--- src/rtl/led_strip_pkg.sv ---
// Shared types and constants for the WS2812-style strip transmitter:
// colour word layout, wire byte order and the frame FSM states.
package led_strip_pkg;

  typedef struct packed {
    logic [7:0] r;
    logic [7:0] g;
    logic [7:0] b;
  } color_t;

  localparam logic [4:0] R_OFS = 5'd16;
  localparam logic [4:0] G_OFS = 5'd8;
  localparam logic [4:0] B_OFS = 5'd0;

  // Bytes go out on the wire as G, R, B, each MSB first.
  localparam logic [4:0] WIRE_OFS [3] = '{G_OFS, R_OFS, B_OFS};

  typedef enum logic [1:0] {
    IDLE  = 2'd0,
    HIGH  = 2'd1,
    LOW   = 2'd2,
    LATCH = 2'd3
  } tx_state_t;

  // Colour bit carried by wire position idx (0..23) of one LED.
  function automatic logic wire_bit(input color_t c, input logic [4:0] idx);
    logic [23:0] v;
    logic [1:0]  slot;
    logic [4:0]  pos;
    v    = c;
    slot = idx[4:3];
    if (slot == 2'd3) slot = 2'd2;
    pos  = WIRE_OFS[slot] + 5'd7 - {2'b00, idx[2:0]};
    return v[pos];
  endfunction

endpackage

--- src/rtl/led_strip_tx_if.sv ---
// Frame/handshake bundle between the colour controllers and the strip
// transmitter: snapshot source, start request, status and the data line.
interface led_strip_tx_if #(
  parameter int NUM_LEDS = 11
) ();
  logic [NUM_LEDS*24-1:0] strip_in;
  logic                   start;
  logic                   busy;
  logic                   done;
  logic                   dout;

  modport master (output strip_in, output start, input busy, input done, input dout);
  modport slave  (input strip_in, input start, output busy, output done, output dout);
endinterface

--- src/rtl/led_bit_encoder.sv ---
// Pulse-width encoder for one strip bit: high for T0H/T1H cycles, then low
// until T_BIT cycles have elapsed. A go on the final cycle chains the next bit.
module led_bit_encoder #(
  parameter int T_BIT = 63,
  parameter int T0H   = 20,
  parameter int T1H   = 40
) (
  input  logic clk,
  input  logic rst_n,
  input  logic go,
  input  logic bit_val,
  output logic dout_bit,
  output logic bit_done
);

  localparam int CNT_W = $clog2(T_BIT);

  logic [CNT_W-1:0] cnt;
  logic [CNT_W-1:0] cnt_inc;
  logic [CNT_W-1:0] hi_lim;
  logic             active;
  logic             bit_reg;

  assign cnt_inc  = cnt + CNT_W'(1);
  assign hi_lim   = bit_reg ? CNT_W'(T1H) : CNT_W'(T0H);
  assign bit_done = active && (cnt == CNT_W'(T_BIT - 1));

  always_ff @(posedge clk or negedge rst_n) begin
    if (!rst_n) begin
      cnt      <= '0;
      active   <= 1'b0;
      dout_bit <= 1'b0;
    end else if (go) begin
      cnt      <= '0;
      active   <= 1'b1;
      dout_bit <= 1'b1;
    end else if (bit_done) begin
      cnt      <= '0;
      active   <= 1'b0;
      dout_bit <= 1'b0;
    end else if (active) begin
      cnt      <= cnt_inc;
      dout_bit <= (cnt_inc < hi_lim);
    end
  end

  always_ff @(posedge clk) begin
    if (go) bit_reg <= bit_val;
  end

endmodule

--- src/rtl/led_strip_tx.sv ---
// WS2812-style strip transmitter: snapshots a frame on start, streams every
// LED as pulse-width bits, then holds the line low for the latch gap.
// Optional build macro LED_TX_AUTO_REFRESH_EN: re-snapshot and resend forever.
module led_strip_tx
  import led_strip_pkg::*;
#(
  parameter int NUM_LEDS     = 11,
  parameter int T_BIT        = 63,
  parameter int T0H          = 20,
  parameter int T1H          = 40,
  parameter int RESET_CYCLES = 2500
) (
  input  logic            clk,
  input  logic            rst_n,
  led_strip_tx_if.slave   bus
);

  if (!(NUM_LEDS >= 1 && T0H >= 1 && T0H < T1H && T1H < T_BIT && RESET_CYCLES >= 1)) begin : g_bad_params
    $error("led_strip_tx: illegal timing parameters");
  end

  localparam int LED_W = (NUM_LEDS > 1) ? $clog2(NUM_LEDS) : 1;
  localparam int LAT_W = $clog2(RESET_CYCLES) + 1;

  tx_state_t        state, state_nxt;
  color_t           snap [NUM_LEDS];
  logic [LED_W-1:0] led_idx, led_nxt;
  logic [4:0]       bit_idx, bit_nxt;
  logic [LAT_W-1:0] lat_cnt;
  logic             busy_r, busy_nxt;
  logic             done_r, done_nxt;
  logic             load, adv, lat_clr, lat_inc;
  logic             go, go_bit;
  logic             enc_dout, bit_done;
  logic             last_bit;

  assign bit_nxt  = (bit_idx == 5'd23) ? 5'd0 : bit_idx + 5'd1;
  assign led_nxt  = (bit_idx == 5'd23) ? led_idx + LED_W'(1) : led_idx;
  assign last_bit = (led_idx == LED_W'(NUM_LEDS - 1)) && (bit_idx == 5'd23);

  always_comb begin
    state_nxt = state;
    busy_nxt  = busy_r;
    done_nxt  = 1'b0;
    load      = 1'b0;
    adv       = 1'b0;
    lat_clr   = 1'b0;
    lat_inc   = 1'b0;
    go        = 1'b0;
    go_bit    = 1'b0;
    case (state)
      IDLE: begin
        if (bus.start) begin
          load      = 1'b1;
          go        = 1'b1;
          go_bit    = wire_bit(color_t'(bus.strip_in[23:0]), 5'd0);
          busy_nxt  = 1'b1;
          state_nxt = HIGH;
        end
      end
      HIGH, LOW: begin
        // The encoder's low phase may be a single cycle, so bit_done is
        // honoured in both states.
        if (bit_done) begin
          if (last_bit) begin
            lat_clr   = 1'b1;
            state_nxt = LATCH;
          end else begin
            adv       = 1'b1;
            go        = 1'b1;
            go_bit    = wire_bit(snap[led_nxt], bit_nxt);
            state_nxt = HIGH;
          end
        end else if (state == HIGH && !enc_dout) begin
          state_nxt = LOW;
        end
      end
      LATCH: begin
        if (lat_cnt == LAT_W'(RESET_CYCLES - 1)) begin
          done_nxt  = 1'b1;
`ifdef LED_TX_AUTO_REFRESH_EN
          load      = 1'b1;
          go        = 1'b1;
          go_bit    = wire_bit(color_t'(bus.strip_in[23:0]), 5'd0);
          state_nxt = HIGH;
`else
          busy_nxt  = 1'b0;
          state_nxt = IDLE;
`endif
        end else begin
          lat_inc = 1'b1;
        end
      end
      default: state_nxt = IDLE;
    endcase
  end

  always_ff @(posedge clk or negedge rst_n) begin
    if (!rst_n) begin
      state   <= IDLE;
      busy_r  <= 1'b0;
      done_r  <= 1'b0;
      led_idx <= '0;
      bit_idx <= '0;
      lat_cnt <= '0;
    end else begin
      state  <= state_nxt;
      busy_r <= busy_nxt;
      done_r <= done_nxt;
      if (load) begin
        led_idx <= '0;
        bit_idx <= '0;
      end else if (adv) begin
        led_idx <= led_nxt;
        bit_idx <= bit_nxt;
      end
      if (lat_clr)      lat_cnt <= '0;
      else if (lat_inc) lat_cnt <= lat_cnt + LAT_W'(1);
    end
  end

  // Frame snapshot: isolates the frame in flight from strip_in changes.
  always_ff @(posedge clk) begin
    if (load) begin
      for (int i = 0; i < NUM_LEDS; i++) snap[i] <= color_t'(bus.strip_in[24*i +: 24]);
    end
  end

  led_bit_encoder #(
    .T_BIT (T_BIT),
    .T0H   (T0H),
    .T1H   (T1H)
  ) u_enc (
    .clk      (clk),
    .rst_n    (rst_n),
    .go       (go),
    .bit_val  (go_bit),
    .dout_bit (enc_dout),
    .bit_done (bit_done)
  );

  assign bus.dout = enc_dout;
  assign bus.busy = busy_r;
  assign bus.done = done_r;

endmodule

--- src/flat_wrapper.sv ---
// flat-port wrapper written by rule: the top's interface ports become plain ports
module led_strip_tx_flat import led_strip_pkg::*;
#(
  parameter int NUM_LEDS     = 11,
  parameter int T_BIT        = 63,
  parameter int T0H          = 20,
  parameter int T1H          = 40,
  parameter int RESET_CYCLES = 2500
)
  (clk, rst_n, bus_strip_in, bus_start, bus_busy, bus_done, bus_dout);
  led_strip_tx_if #(.NUM_LEDS(NUM_LEDS)) bus_i ();
  input  logic clk;
  input  logic rst_n;
  input wire logic [$bits(bus_i.strip_in)-1:0] bus_strip_in;
  input wire logic [$bits(bus_i.start)-1:0] bus_start;
  output wire logic [$bits(bus_i.busy)-1:0] bus_busy;
  output wire logic [$bits(bus_i.done)-1:0] bus_done;
  output wire logic [$bits(bus_i.dout)-1:0] bus_dout;
  assign bus_i.strip_in = bus_strip_in;
  assign bus_i.start = bus_start;
  assign bus_busy = bus_i.busy;
  assign bus_done = bus_i.done;
  assign bus_dout = bus_i.dout;
  led_strip_tx #(.NUM_LEDS(NUM_LEDS), .T_BIT(T_BIT), .T0H(T0H), .T1H(T1H), .RESET_CYCLES(RESET_CYCLES)) u_core (.clk(clk), .rst_n(rst_n), .bus(bus_i));
endmodule
--- config.mk ---
export PLATFORM = sky130hd
export DESIGN_NAME = led_strip_tx_flat
export DESIGN_NICKNAME = d
export VERILOG_FILES = /design/src/rtl/led_strip_pkg.sv /design/src/rtl/led_strip_tx_if.sv /design/src/rtl/led_bit_encoder.sv /design/src/rtl/led_strip_tx.sv /design/src/flat_wrapper.sv
export SDC_FILE = /design/constraint.sdc
export NUM_CORES = 1
export LEC_CHECK = 0
export ABC_AREA = 1
export BUFFER_PORTS_ARGS = -buffer_cell sky130_fd_sc_hd__buf_4
export CAP_MARGIN = 20
export CORE_MARGIN = 2
export CORE_UTILIZATION = 50
export CTS_CLUSTER_DIAMETER = 100
export CTS_CLUSTER_SIZE = 28
export DETAILED_ROUTE_END_ITERATION = 16
export HOLD_SLACK_MARGIN = 0.06
export PLACE_DENSITY_LB_ADDON = 0.3
export SYNTH_ARGS = -nofsm -noshare
export SYNTH_HDL_FRONTEND = slang
export SYNTH_SLANG_ARGS = --single-unit
--- constraint.sdc ---
create_clock -name clk -period 7.1 [get_ports clk]
set_clock_uncertainty 0.2 [all_clocks]
set_input_delay 2.13 -clock clk [delete_from_list [all_inputs] [get_ports clk]]
set_output_delay 2.13 -clock clk [all_outputs]
set_load 0.02 [all_outputs]
==> metrics.md, run 1 <==
| Metric | Value |
|---|---|
| Antenna Nets Post-Route | 0 |
| Post-route DRC | 0 |
| CTS Hold Buffers Added | 0 |
| Clock slew at reported path FFs | 0.11 ns |
| Final Hold Vio Count | 0 |
| Final hold slack | 0.282 ns |
| Root Buffer | clkbuf_16 |
| Gpl congestion | 0.891 |
| Chip height | 165 um |
| Overall Power | 2950 uW |
| FF-to-FF setup slack | 2.63 ns |
| Worst Tran Pin Value | 1.06 ns |
| Initial Util | 51.2% |
| Class of the worst hold path | register to register |
| Top flop regs | u_core.snap x264, u_core.lat_cnt x13, u_core.u_enc.cnt x6 |
| Slew margin rel. | 29.5% |
| # Max-Cap Violations | 0 |
| Post-CTS sizing | 0 |
| Seq/Total Area, Yosys | 68.0% |
| Power density cells | 190 nW/um^2 |
| VDD IR max | 0.243 mV |
| PortBufs | 269 |
| Row count | 58 |
| Max Freq | 0.224 GHz |
| Post-CTS Setup Bufs | 0 |
| Longest Clk Path Bufs | 3 |
| Syn Nets | 1449 |
| Fin crit period | 4.47 ns |
| Post-synthesis adder-cell area fraction | 1.45% |
| CP most frequent cell | nand3_1 |
| Synth Flop Type | edfxtp_1 |
| Final Setup Violations | 0 |
| Fin. max-slew vios | 0 |
| Slowest cell on crit path | nand2_4 |
| Critical path arrival | 4.64 ns |
| Worst setup EP type | register |
| Die ar. | 27200 um^2 |
| Die Width | 165 um |
| Final Cycle Share | 62.9% |
| Leak pwr | 0.00635 uW |
| Ys async rst share | 11.4% |
| Drt via density | 5.47 |
| TritonCTS Buffers | 14 |
| Crit path max fanout | 87 |
| H-Tree Depth | 1 |
| Core box area | 25300 um^2 |
| Largest reg by FF count | u_core.snap |
| Final wirelength | 33100 um |
| Worst EP required | 7.27 ns |
| Area share of and/or/nand/nor cells after synthesis | 21.3% |
| Final layout net count | 1682 |
| RSZ-0062 raised after global routing | false |
| Diodes inserted | 0 |
| Number of global-route vias before repair | 9441 |
| Vias | 9510 |
| Proportion of synthesized area in mux cells | 0% |
| First-pass GRT wire length | 49900 um |
| DR pass1 iterations | 5 |
| Startpoint class of the critical path | register |
| CP max stage delay | 0.74 ns |
| Combinational family with the most area after synthesis | simple AND/OR/NAND/NOR gates |
| Largest register FFs | 264 |
| CTS tree | done |
| DP Wirelength | 22500 um |
| Cell area after synthesis | 13000 um^2 |
| EDFF count, synth | 265 |
| Post-synthesis register bit count | 299 |
| XOR/XNOR Fraction of Synth Area | 0.531% |
| Area Growth Syn to Fin | 20.0% |
| Initial antenna violation count | 1 |
| Compound-cell area share of the yosys netlist | 3.61% |
| Number of DRC markers in iteration 0 | 1083 |
| CP Cell Sequence | ha_1, nand2_2, inv_4, nand2_4, nand2_4, nand2_4, buf_4, nand2_1, nand3_1, nand3_1, nand3_1, nand3_1, nand2_1, nand3_1, nand3_1, nand2_1, nor2_1, nor2_1, nor2_1 |
| Clock Latency Late Sink | 0.52 ns |
| Placed cell count | 1714 |
| Clk sink count | 299 |
| Gr ovfl total | 0 |
| CP Class | register to register |
| Mapped Cells | 1167 |
| Largest net degree at the start of global routing | 88 |
| Netlist cell types | 37 |
| Finished Layout Cells | 1738 |
| Boundary Pins | 270 |
| Status | finished, final reports clean |
| Post-synthesis area per instance | 11.1 um^2 |
| Share of layout cells above drive strength 1 | 22.7% |
| Wire length per cell | 19.0 um |
| GRT Total Usage | 24.2% |
| Synth Warn # | 0 |
[layout by cell type (no fill, tap or decap), types with 2 or more instances in the layout]
| master | synthesis | routed |
|---|---|---|
| nand3_1 | 289 | 289 |
| buf_4 | 16 | 276 |
| nand2_1 | 271 | 268 |
| edfxtp_1 | 265 | 265 |
| inv_1 | 74 | 73 |
| nor2_1 | 38 | 36 |
| o21ai_0 | 38 | 36 |
| dfrtp_1 | 34 | 34 |
| a21oi_1 | 15 | 15 |
| ha_1 | 15 | 15 |
| clkbuf_16 | 0 | 14 |
| o21bai_1 | 9 | 9 |
| inv_2 | 8 | 8 |
| o21ai_1 | 6 | 8 |
| nor3_1 | 7 | 7 |
| o22ai_1 | 7 | 7 |
| clkbuf_1 | 7 | 7 |
| xor2_1 | 4 | 4 |
| nand2_4 | 3 | 4 |
| clkinv_1 | 4 | 4 |
| o211ai_1 | 3 | 3 |
| nor2_2 | 1 | 3 |
| nor2_4 | 2 | 2 |
| nand2_2 | 1 | 2 |
| xnor2_1 | 2 | 2 |
| nor4_1 | 2 | 2 |
| a211oi_1 | 2 | 2 |
[cell families (layout without fill, tap and decap cells)]
family,after synthesis,count (layout)
flops,299,299
buf+inv,146,387
xor+xnor,7,7
simple gates,617,617
compound gates,83,83
fa+ha+maj,15,15
[layout make-up]
| cell class | count | area [um^2] |
|---|---|---|
| well taps | 330 | 413 |
| repair buffers | 276 | 2070 |
| multi-input cells | 722 | 3520 |
| flip-flops and latches | 299 | 8810 |
| clock buffers | 21 | 377 |
| clock inverters | 3 | 30.0 |
| inverters | 87 | 333 |
| fillers | 2032 | 9780 |
[report_power, final]
group	internal, uW	switching [uW]	total, uW
Sequential	1910	0	1910
Clock	381	530	911
Combinational	91.5	36.7	128
[per-layer routing]
| layer | vias up | track usage, % | wire, um |
|---|---|---|---|
| li1 | 4519 | - | - |
| met1 | 4480 | 31.9 | 13000 |
| met2 | 449 | 41.3 | 16700 |
| met3 | 60 | 2.99 | 2200 |
| met4 | 2 | 8.70 | 1210 |
| met5 | - | 0 | 13 |
[critical path, delay by kind of cell (launching register included)]
family | cells | cell delay [ns]
DFF | 1 | 0.45
and+or+nand+nor | 16 | 2.64
adders and majority gates | 1 | 0.24
buffers and inverters | 2 | 0.73
[path summary, 6_finish.rpt]
path	start	to	cells past startpoint
setup / recovery	u_core.bit_idx[0]	u_core.u_enc.bit_reg	19
max in group asynchronous	rst_n	u_core.lat_cnt[8]	1
hold / removal	u_core.lat_cnt[12]	u_core.lat_cnt[12]	1
setup reg to reg	u_core.bit_idx[0]	u_core.u_enc.bit_reg	19
hold reg to reg	u_core.lat_cnt[12]	u_core.lat_cnt[12]	1
min in group asynchronous	rst_n	u_core.led_idx[0]	1
[synth_stat cells (all sizes together) (4+ instances only)]
| library cell | number | area share, % |
|---|---|---|
| ha | 15 | 1.4 |
| o21ai | 45 | 1.8 |
| xor2 | 5 | 0.40 |
| buf | 52 | 2.4 |
| nand3 | 290 | 11 |
| a21oi | 15 | 0.58 |
| o21bai | 9 | 0.52 |
| clkinv | 4 | 0.12 |
| nor3 | 8 | 0.40 |
| nand2 | 275 | 8.2 |
| clkbuf | 7 | 0.20 |
| dfrtp | 34 | 6.6 |
| nor2 | 41 | 1.3 |
| o22ai | 7 | 0.34 |
| edfxtp | 265 | 61 |
| inv | 83 | 2.4 |
[stage by stage]
step / worst slack (ns) / setup TNS, ns / cell area [um^2] / utilization, %
2_1_floorplan: -0.0978 / -0.660 / 13000 / -
3_3_place_gp: 2.76 / 0 / 15100 / 59.8
3_5_place_dp: 2.70 / 0 / 15100 / 59.8
4_1_cts: 2.68 / 0 / 15600 / 61.4
5_1_grt: 2.28 / 0 / 15600 / 61.4
6_report: 2.63 / 0 / 15600 / 61.4
(Power assumes the default switching activity.)
==> run 2, diff against run 1 <==
CORE_UTILIZATION = 55   (was 50)
clock period = 4.6 ns   (was 7.1 ns; I/O delays follow)
==> metrics.md, run 2 (synthesized netlist as in run 1, its figures left out) <==
| Metric | Value |
|---|---|
| Status | finished, final reports clean |
| Worst setup EP type | register |
| Boundary Pins | 270 |
| Die ar. | 24800 um^2 |
| Placed cell count | 1705 |
| Number of global-route vias before repair | 9476 |
| Final wirelength | 32600 um |
| Die Width | 158 um |
| GRT Total Usage | 25.9% |
| Commonest non-fill, non-tap cells in the layout | 289 x nand3_1, 275 x buf_4, 268 x nand2_1, 265 x edfxtp_1, 73 x inv_1 |
| H-Tree Depth | 1 |
| Commonest non-fill, non-tap cell in the layout | nand3_1 |
| CTS tree | done |
| Number of DRC markers in iteration 0 | 902 |
| Fin crit period | 3.84 ns |
| First-pass GRT wire length | 49200 um |
| PortBufs | 269 |
| Diodes inserted | 0 |
| TritonCTS Buffers | 14 |
| Final Cycle Share | 83.6% |
| Gr ovfl total | 0 |
| Largest net degree at the start of global routing | 134 |
| Top flop regs | u_core.snap x264, u_core.lat_cnt x13, u_core.u_enc.cnt x6 |
| Largest register FFs | 264 |
| Post-route DRC | 0 |
| Slew margin rel. | 39.2% |
| Clk sink count | 299 |
| Leak pwr | 0.00637 uW |
| # Max-Cap Violations | 0 |
| Longest Clk Path Bufs | 3 |
| Clock Latency Late Sink | 0.51 ns |
| CP Class | register to register |
| Row count | 56 |
| Largest reg by FF count | u_core.snap |
| Power density cells | 293 nW/um^2 |
| DR pass1 iterations | 5 |
| Antenna Nets Post-Route | 0 |
| Root Buffer | clkbuf_16 |
| Clock slew at reported path FFs | 0.10 ns |
| Final Setup Violations | 0 |
| Worst Tran Pin Value | 0.912 ns |
| Chip height | 158 um |
| Class of the worst hold path | register to register |
| Initial Util | 55.6% |
| Drt via density | 5.51 |
| Setup TNS | 0 ns |
| Core box area | 23300 um^2 |
| RSZ-0062 raised after global routing | false |
| Post-CTS sizing | 0 |
| Post-CTS Setup Bufs | 0 |
| Final Hold Vio Count | 0 |
| DP Wirelength | 22200 um |
| Final hold slack | 0.275 ns |
| CTS Hold Buffers Added | 0 |
| Wire length per cell | 18.8 um |
| Gpl congestion | 0.898 |
| Final layout net count | 1684 |
| Finished Layout Cells | 1729 |
| Initial antenna violation count | 0 |
| Vias | 9520 |
| Worst EP required | 4.65 ns |
| Startpoint class of the critical path | register |
| Max Freq | 0.260 GHz |
| Area Growth Syn to Fin | 20.4% |
| Critical path arrival | 3.90 ns |
| Crit path max fanout | 57 |
| Share of layout cells above drive strength 1 | 22.8% |
| Fin. max-slew vios | 0 |
| Overall Power | 4580 uW |
| VDD IR max | 0.312 mV |
==> run 2: critical path: stages, from the launching register on <==
cell	delay, ns
dfrtp_1	0.45
ha_1	0.22
nand2_2	0.08
inv_4	0.10
nand3_4	0.35
buf_4	0.49
nor3_4	0.23
xor2_2	0.51
inv_2	0.19
nand3_1	0.17
nand2_1	0.08
inv_1	0.10
nand2_1	0.05
nand3_1	0.07
nand3_1	0.06
nand2_1	0.08
nor2_1	0.04
nor2_1	0.07
nor2_1	0.04
==> run 2: routing by layer <==
layer / part of all wire, % / vias to the layer above / wire length, um / global-route usage (%)
li1: - / 4520 / - / -
met1: 40 / 4520 / 13000 / 34.1
met2: 50 / 414 / 16400 / 44.3
met3: 6.4 / 66 / 2070 / 3.47
met4: 3.3 / 0 / 1090 / 9.05
met5: 0 / - / 0 / 0
==> run 2: power breakdown <==
group | total (uW) | internal (uW) | switching (uW)
logic | 195 | 141 | 53.7
clock network | 1430 | 616 | 815
registers | 2950 | 2950 | 0
==> run 2: worst paths after layout <==
kind / from / end / slack [ns] / depth (start not counted)
worst max-delay path: u_core.bit_idx[0] / u_core.u_enc.bit_reg / 0.76 / 18
worst min-delay path: u_core.lat_cnt[12] / u_core.lat_cnt[12] / 0.27 / 1
worst max register to register: u_core.bit_idx[0] / u_core.u_enc.bit_reg / 0.76 / 18
worst min register to register: u_core.lat_cnt[12] / u_core.lat_cnt[12] / 0.27 / 1
max in group asynchronous: rst_n / u_core.lat_cnt[4] / 3.26 / 1
min in group asynchronous: rst_n / u_core.bit_idx[4] / 0.61 / 1
==> run 2: per-stage QoR <==
step                utilization, %  instance area, um^2  worst slack (ns)
finish                        66.9                15600             0.755
global route                  66.9                15600             0.543
global placement              65.1                15200             0.855
floorplan                        -                13000             -1.85
CTS                           66.9                15600             0.785
detailed placement            65.1                15200             0.814
==> run 2: cell type report <==
type,count,area [um^2]
Multi-Input combinational cell,722,3520
Tap cell,319,399
Timing Repair Buffer,278,2120
Clock buffer,22,402
Inverter,87,333
Fill cell,1785,7730
Clock inverter,2,12.5
Sequential cell,299,8810
